--- src/rtl/instr_prefetch_unit.sv ---
// instr_prefetch_unit: single-outstanding instruction prefetch queue with redirect flush.
// Define PREFETCH_BYPASS_EN to forward an ack straight to the outputs when the queue is empty.
module instr_prefetch_unit #(
  parameter int DEPTH = 4
) (
  input  logic        clk,
  input  logic        reset,
  input  logic        stall,
  input  logic        redirect,
  input  logic [7:0]  redirect_target,
  output logic        imem_req,
  output logic [7:0]  imem_addr,
  input  logic        imem_ack,
  input  logic [15:0] imem_rdata,
  output logic [15:0] instruction,
  output logic [7:0]  PC_out,
  output logic        valid
);
  localparam int AW = $clog2(DEPTH);
  logic [7:0]    fetch_ptr, nxt_ptr;
  logic          discard, acc, take, push, pop, byp, q_valid;
  logic [AW-1:0] head, tail;
  logic [AW:0]   count, count_nxt;
  logic [23:0]   mem [DEPTH];
  assign acc = imem_ack & imem_req;
  // a response that was in flight at a redirect belongs to the abandoned stream
  assign take = acc & ~discard & ~redirect;
  assign q_valid = count != '0;
`ifdef PREFETCH_BYPASS_EN
  assign byp = take & ~q_valid;
`else
  assign byp = 1'b0;
`endif
  assign push = take & ~(byp & ~stall);
  assign pop = q_valid & ~stall & ~redirect;
  assign count_nxt = redirect ? '0 : count + (AW+1)'(push) - (AW+1)'(pop);
  assign nxt_ptr = redirect ? redirect_target : fetch_ptr + 8'(take);
  assign valid = q_valid | byp;
  assign instruction = q_valid ? mem[head][15:0] : byp ? imem_rdata : 16'h0000;
  assign PC_out = q_valid ? mem[head][23:16] : byp ? imem_addr : 8'h00;
  always_ff @(posedge clk or posedge reset)
    if (reset) begin
      fetch_ptr <= 8'h00;
      discard <= 1'b0;
      head <= '0;
      tail <= '0;
      count <= '0;
      imem_req <= 1'b0;
      imem_addr <= 8'h00;
    end else begin
      count <= count_nxt;
      head <= redirect ? '0 : head + AW'(pop);
      tail <= redirect ? '0 : tail + AW'(push);
      discard <= redirect ? imem_req & ~imem_ack : discard & ~acc;
      fetch_ptr <= nxt_ptr;
      // request is held until acked; a fresh one only fits if a slot will be free
      if (!imem_req || acc) begin
        imem_req <= count_nxt < (AW+1)'(DEPTH);
        imem_addr <= nxt_ptr;
      end
    end
  always_ff @(posedge clk)
    if (push) mem[tail] <= {imem_addr, imem_rdata};
endmodule
--- config.mk ---
export PLATFORM = sky130hd
export DESIGN_NAME = instr_prefetch_unit
export DESIGN_NICKNAME = d
export VERILOG_FILES = /design/src/rtl/instr_prefetch_unit.sv
export SDC_FILE = /design/constraint.sdc
export NUM_CORES = 1
export LEC_CHECK = 0
export CELL_PAD_IN_SITES_DETAIL_PLACEMENT = 0
export CELL_PAD_IN_SITES_GLOBAL_PLACEMENT = 2
export CORE_UTILIZATION = 44
export CTS_CLUSTER_SIZE = 10
export DETAILED_ROUTE_END_ITERATION = 8
export HOLD_SLACK_MARGIN = 0.15
export PLACE_DENSITY = 0.95
export REMOVE_ABC_BUFFERS = 1
export SETUP_SLACK_MARGIN = 0.3
export SLEW_MARGIN = 20
export SYNTH_ARGS = -nofsm -noshare
export SYNTH_HDL_FRONTEND = slang
export SYNTH_SLANG_ARGS = --single-unit
--- constraint.sdc ---
create_clock -name clk -period 5.2 [get_ports clk]
set_input_delay 0.52 -clock clk [delete_from_list [all_inputs] [get_ports clk]]
set_output_delay 0.52 -clock clk [all_outputs]
set_load 0.1 [all_outputs]
After elaboration in Yosys (flattened, before gate mapping):

Memories as Yosys holds them, arrays and structs flattened.
Index checks and enable logic that the tools add are counted.

* bits in registers: 25
* memories kept: 1
* input port bits: 29
* output and inout bits: 34
* bits in writable memories: 96

* add/sub/neg operators: 5
* mux-type cells: 9
* magnitude comparators: 1
* bitwise logic cells: 12
* reductions and logical operators: 3

Memories
* mem: depth 4, bits a word 24, rd ports 1, clocked after memory_dff 0, write ports 1, RTL line 24 `logic [23:0] mem [DEPTH];`

Operators with widths (number)
* $mux W16: 1
* $mux W8: 2
* $add A8 B1 Y8: 1
* $and A1 B1 Y1: 7
* $not A1 Y1: 5
* $add A2 B1 Y2: 2
* $mux W2: 2
* $add A3 B1 Y3: 1
* $lt A3 B3 Y1 const B: 1
* $mux W1: 3
* $mux W3: 1
* $reduce_bool A3 Y1: 1
* $sub A3 B1 Y3: 1
* $logic_not A1 Y1: 1
* $logic_or A1 B1 Y1: 1

Longest topological paths before layout:

Gate-level depths: netlist (run 1).

* word-level depth: 7
* gate-level depth with buffers: 12
* depth with buffers taken out: 10

Least setup slack after synthesis (run 1):

Ideal clock, no wire load.

* kind: reg2reg
* start: register imem_req
* end: memory mem[0][0], enable pin
* required time: 4760 ps
* cell stages (with the launch flop): 3
* path slack: 1509 ps
* data arrival time: 3251 ps
* clock period less this slack: 3691 ps
* setup time: 440 ps
* cells stage by stage: dfrtp_1 and4bb_1 nor3b_1

* cells in the longest elaborated chain, start to end: 5

Ends and longest elaborated chain
* from (decl): RTL line 11 `output logic imem_req,`
* from (signal assigned): RTL line 58 `imem_req <= count_nxt < (AW+1)'(DEPTH);`
* $and A1 B1 Y1: RTL line 25 `assign acc = imem_ack & imem_req;`
* $and A1 B1 Y1 (2 in a row): RTL line 27 `assign take = acc & ~discard & ~redirect;`
* $mux W1: RTL line 63 `if (push) mem[tail] <= {imem_addr, imem_rdata};`
* $mux W1 (implied by the code): RTL line 63
* to (decl): RTL line 24

Every way passes these cells.

Worst setup path in the final report (run 1):

* start: register head[0]
* end: output port PC_out[2]

* cells in the longest elaborated chain, start to end: 2

Ends and longest elaborated chain
* from (decl): RTL line 22 `logic [AW-1:0] head, tail;`
* from (signal assigned): RTL line 52 `head <= redirect ? '0 : head + AW'(pop);`
* $mem_v2 Z4 W24
* $mux W8: RTL line 40 `assign PC_out = q_valid ? mem[head][23:16] : byp ? imem_addr : 8'h00;`
* to (decl): RTL line 16 `output logic [7:0] PC_out,`

Every way passes these cells.

==> flow_metrics.tcl, run 1 <==
set metrics [dict create \
    slew_viol_final 0 \
    clockRootBuffer "clkbuf_8" \
    fin_util_pct 58.0 \
    yosys_warnings 0 \
    status "finished, final reports clean" \
    max-cap-violations 0 \
    overflow 0 \
    synth_top_area_cell "edfxtp_1" \
    rrSetupSlack_ns 2.59 \
    drt-initial-drc-count 137 \
    dieArea_um2 11700 \
    ios 63 \
    wl_per_cell_um 17.2 \
    ant_nets 0 \
    start_util_pct 45.4 \
    pre_cts_slack_ns 1.88 \
    end_kind "primary output" \
    first_pass_iters 4 \
    combPwrFrac_pct 37.2 \
    nets 394 \
    drc 0 \
    cts_tree "built" \
    fin_crit_ns 3.66 \
    min_path_type "in2async" \
    p_seq_share_pct 33.0 \
    grt_pass1_vias 2725 \
    row_count 38 \
    avgSynthCellArea_um2 17.4 \
    antenna_found_initial 0 \
    synthTopCellsByCount "96 x edfxtp_1, 30 x nor2b_1, 25 x dfrtp_1, 24 x mux4_2, 20 x nor2_1" \
    critPathArrivalTime_ns 3.14 \
    nFillCells 843 \
    gp_congestion 0.746 \
    synthArstFlopShare_pct 20.7 \
    hpwl_um 5470 \
    grt_pass1_wl_um 14000 \
    worst_slack_ns 1.54 \
    area.growth.synth_to_final_pct 27.7 \
    die_x_um 108 \
    drive_above_1_share_pct 19.1 \
    rsz0062_at_grt "false" \
    intPower_mw 2.24 \
    clkPwrFrac_pct 29.7 \
    clk_pin_slew_ns 0.06 \
    synth-seq-cells 121 \
    critPathRequiredTime_ns 4.68 \
    synth_edf_count 96 \
    antenna_cells 0 \
    cts_sinks 121 \
    hold_buffers 0 \
    core_um2 10900 \
    grt_max_degree 27 \
    reg2reg_to "imem_req" \
    start_kind "flop" \
    total_power_mw 3.75 \
    seq_area_frac_synth_pct 70.9 \
    cts_setup_buffers 0 \
    cts_buffers 17 \
    period_share_pct 70.4 \
    wl_um 8770 \
    ctsResizeCount 0 \
    max_slew_margin_pct 34.6 \
    powerDensity_nw_per_um2 593 \
    reg2regPathDepth 11 \
    seqCellArea_um2 3510 \
    fmax_mhz 273 \
    reg2reg_from "count[1]" \
    irDropWorstVdd_mv 0.431 \
    synth_ff_type "edfxtp_1" \
    critPathMaxFanout 25 \
    ys_types 38 \
    switching_share_pct 40.4 \
    synth.area.top_cells "edfxtp_1 58%, dfrtp_1 13%, mux4_2 11%, nor2b_1 3.8%, ha_1 1.5%" \
    syn_inst 284 \
    power.leakage_nw 2.18 \
    fp.dieH_um 108 \
    finalSetupViolations 0 \
    via_count 2661 \
    cts_max_level 4 \
    clk_latency_ns 0.51 \
    port_buffers 62 \
    multi_input_area_um2 1350 \
    clock_path_buffers 2 \
    hold_violations 0 \
    clock_skew_ns 0.0101 \
    switchingPower_mw 1.51 \
    via_per_inst 5.21 \
    worst_slew_pin_slew_ns 0.978 \
    synthesis.area_um2 4950 \
    grtUsageTotal_pct 16.7 \
    synth_top_area_share_pct 58.3 \
    synth.most_common_cell "edfxtp_1" \
    fin_setup_tns_ns 0 \
    critical_path_class "reg2out" \
]
-- worst max-delay path: stages (launching register included) --
cell             delay (ns)
dfrtp_2                0.89
mux4_2                 0.62
nor2b_1                0.15
clkdlybuf4s50_1        0.96
-- layout make-up --
| class | count | area share (%) |
|---|---|---|
| Sequential cell | 121 | 55.5 |
| Multi-Input combinational cell | 142 | 21.3 |
| Timing Repair Buffer | 69 | 10.9 |
| Clock buffer | 18 | 6.61 |
| Tap cell | 140 | 2.77 |
| Clock inverter | 14 | 2.48 |
| Inverter | 7 | 0.416 |
-- placed cells by master (no fill, tap or decap), types with 3 or more instances in the layout --
cell,n
clkdlybuf4s50_1,62
xnor2_1,4
mux2_2,4
clkbuf_16,16
edfxtp_1,96
and3_1,3
nand3_1,8
bufinv_16,3
nand4_1,3
ha_1,6
clkinvlp_4,5
mux4_2,24
inv_1,7
nor2_1,18
nand2_1,9
o21ai_0,3
dfrtp_1,24
o211ai_1,4
buf_4,5
a21oi_1,3
clkinv_2,5
nor2b_1,30
-- logic make-up (layout without fill, tap and decap cells) --
logic type	after synthesis	count (layout)	synth area share (%)
compound gates	16	16	2.15
fa+ha+maj	7	7	1.92
flops	121	121	70.9
mux	28	28	11.8
xor+xnor	6	6	1.34
simple gates	85	85	9.61
buf+inv	21	108	2.25
-- registers in the layout, summed over array words and instances, names as in the netlist --
signal     flops
count          3
discard        1
imem_req       1
head           2
mem           96
fetch_ptr      8
imem_addr      8
tail           2
-- routing by layer --
metal	wire length, um	GRT usage, %	up-vias
met5	0	0	-
met4	89	8.32	0
met3	429	4.58	9
met2	4460	27.3	82
met1	3790	20.5	1331
li1	-	-	1239
-- worst max-delay path by stage --
stage	from	to	slack (ns)	cells after the start
after floorplan	imem_req	mem[0][0]	1.51	2
after global placement	head[1]	PC_out[2]	1.89	3
after detailed placement	head[1]	PC_out[7]	1.88	3
after CTS	head[1]	PC_out[2]	1.35	3
after global routing	head[0]	PC_out[7]	1.33	3
final	head[0]	PC_out[2]	1.54	3
-- power by group through the flow --
stage	Clock (mW)	Combinational [mW]	Sequential, mW
final	1.12	1.40	1.24
after global routing	1.17	1.46	1.25
after CTS	1.14	1.39	1.24
after detailed placement	0	1.38	1.26
after global placement	0	1.37	1.25
after floorplan	0	0.918	1.39
-- per-stage QoR --
stage / instance area (um2) / hold WS (ns) / instances
4_1_cts: 6290 / 0.553 / 509
3_5_place_dp: 5710 / 0.567 / 477
6_report: 6320 / 0.518 / 511
2_1_floorplan: 4860 / 0.520 / 270
3_3_place_gp: 5710 / 0.542 / 477
5_1_grt: 6320 / 0.600 / 511
Power figures use the tool's default switching activity.
==> run 2, diff against run 1 <==
--- a/config.mk
+++ b/config.mk
@@ -7,11 +7,11 @@
 export LEC_CHECK = 0
 export CELL_PAD_IN_SITES_DETAIL_PLACEMENT = 0
 export CELL_PAD_IN_SITES_GLOBAL_PLACEMENT = 2
-export CORE_UTILIZATION = 44
+export CORE_UTILIZATION = 40
 export CTS_CLUSTER_SIZE = 10
 export DETAILED_ROUTE_END_ITERATION = 8
 export HOLD_SLACK_MARGIN = 0.15
-export PLACE_DENSITY = 0.95
+export PLACE_DENSITY = 0.88
 export REMOVE_ABC_BUFFERS = 1
 export SETUP_SLACK_MARGIN = 0.3
 export SLEW_MARGIN = 20
==> constraint.sdc (replaced) <==
create_clock -name clk -period 3.4 [get_ports clk]
set_input_delay 0.34 -clock clk [delete_from_list [all_inputs] [get_ports clk]]
set_output_delay 0.34 -clock clk [all_outputs]
set_load 0.1 [all_outputs]
==> run 2 against run 1 <==
Combinational power is 51% higher. Critical path depth increased by 1. Worst setup slack worse by 0.74 ns. Register-to-register slack lost 1.4 ns. First-iteration DRC count increased by 9.5%. Routed wire length is 8.9% higher. Critical path type unchanged. Final cell count increased by 1.8%.
==> flow_metrics.tcl, run 2 (synthesized netlist as in run 1, its figures left out) <==
set metrics [dict create \
    drive_above_1_share_pct 25.7 \
    via_count 2698 \
    clockRootBuffer "clkbuf_16" \
    largest-register "mem" \
    end_kind "primary output" \
    die_x_um 113 \
    final_common_cell "edfxtp_1" \
    critPathMaxFanout 14 \
    clock_path_buffers 2 \
    finalSetupViolations 0 \
    ios 63 \
    antenna_found_initial 0 \
    gp_congestion 0.768 \
    reg2reg_from "count[1]" \
    rsz0062_at_grt "false" \
    clock_skew_ns 0.00811 \
    wl_per_cell_um 18.4 \
    cts_buffers 17 \
    min_path_type "in2async" \
    max-cap-violations 0 \
    wl_um 9550 \
    grt_pass1_vias 2809 \
    crit_start "head[0]" \
    reg2regPathDepth 10 \
    fin_crit_ns 2.60 \
    start_kind "flop" \
    ant_nets 0 \
    core_um2 12000 \
    grt_max_degree 26 \
    via_per_inst 5.19 \
    cp-endpoint "instruction[7]" \
    power.leakage_nw 2.26 \
    row_count 40 \
    drc 0 \
    irDropWorstVdd_mv 0.336 \
    hold_buffers 0 \
    largest_register_ffs 96 \
    rrSetupSlack_ns 1.21 \
    dieArea_um2 12800 \
    fin_setup_tns_ns 0 \
    nets 396 \
    cts_tree "built" \
    area.growth.synth_to_final_pct 27.3 \
    clk_latency_ns 0.41 \
    cts_setup_buffers 0 \
    drt-initial-drc-count 150 \
    critical_path_class "reg2out" \
    cts_max_level 4 \
    slew_viol_final 0 \
    ctsResizeCount 0 \
    fmax_mhz 385 \
    port_buffers 62 \
    powerDensity_nw_per_um2 921 \
    clk_pin_slew_ns 0.05 \
    fp.dieH_um 113 \
    hold_ws_ns 0.457 \
    status "finished, final reports clean" \
    period_share_pct 76.5 \
    hold_violations 0 \
    overflow 0 \
    layout_common_cells "96 x edfxtp_1, 38 x clkdlybuf4s50_1, 33 x buf_4, 30 x nor2b_1" \
    top_regs "mem: 96 flops, fetch_ptr: 8 flops, imem_addr: 8 flops" \
    antenna_cells 0 \
    cts_sinks 121 \
    grtUsageTotal_pct 16.1 \
    first_pass_iters 4 \
    grt_pass1_wl_um 14900 \
    start_util_pct 41.2 \
    reg2reg_to "imem_req" \
    max_slew_margin_pct 31.7 \
    hpwl_um 5840 \
    critPathArrivalTime_ns 2.26 \
    critPathRequiredTime_ns 3.06 \
    worst_slew_pin_slew_ns 1.02 \
]
-- run 2: where the power goes --
part           internal, mW  switching (mW)
Clock                  1.22           0.584
Combinational         0.514            1.61
Sequential             1.75           0.120
-- run 2: how the worst min path moves through the flow --
stage,from,endpoint,slack (ns),cells after the start
after detailed placement,head[1],head[1],0.53,2
after global routing,reset,tail[1],0.54,2
final,reset,tail[0],0.46,2
after floorplan,reset,count[0],0.37,1
after CTS,reset,tail[0],0.48,2
after global placement,imem_addr[7],mem[3][23],0.52,0
-- run 2: critical path: stages, from the launching register on --
cell and delay, ns:
dfrtp_2 0.65, buf_4 0.29, mux4_2 0.51, nor2b_1 0.14
buf_4 0.24
-- run 2: layout make-up --
| cell class | instances | area (um2) |
|---|---|---|
| Clock buffer | 23 | 488 |
| Clock inverter | 9 | 119 |
| Fill cell | 985 | 5710 |
| Inverter | 7 | 26.3 |
| Multi-Input combinational cell | 142 | 1350 |
| Sequential cell | 121 | 3510 |
| Tap cell | 147 | 184 |
| Timing Repair Buffer | 71 | 628 |
-- run 2: stage by stage --
stage | power, mW | instances | util, % | instance area [um2] | setup WS (ns)
2_1_floorplan | 3.53 | 270 | - | 4860 | -0.291
3_3_place_gp | 4.03 | 488 | 47.4 | 5690 | 0.783
3_5_place_dp | 4.05 | 488 | 47.4 | 5690 | 0.758
4_1_cts | 5.86 | 520 | 52.4 | 6300 | 0.724
5_1_grt | 5.99 | 520 | 52.4 | 6300 | 0.658
6_report | 5.80 | 520 | 52.4 | 6300 | 0.799
-- run 2: metal layers --
layer | vias up | track usage (%) | routed length, um
met5 | - | 0 | 0
met4 | 0 | 6.32 | 104
met3 | 7 | 6.05 | 450
met2 | 68 | 25.3 | 4570
met1 | 1375 | 20.2 | 4430
li1 | 1248 | - | -
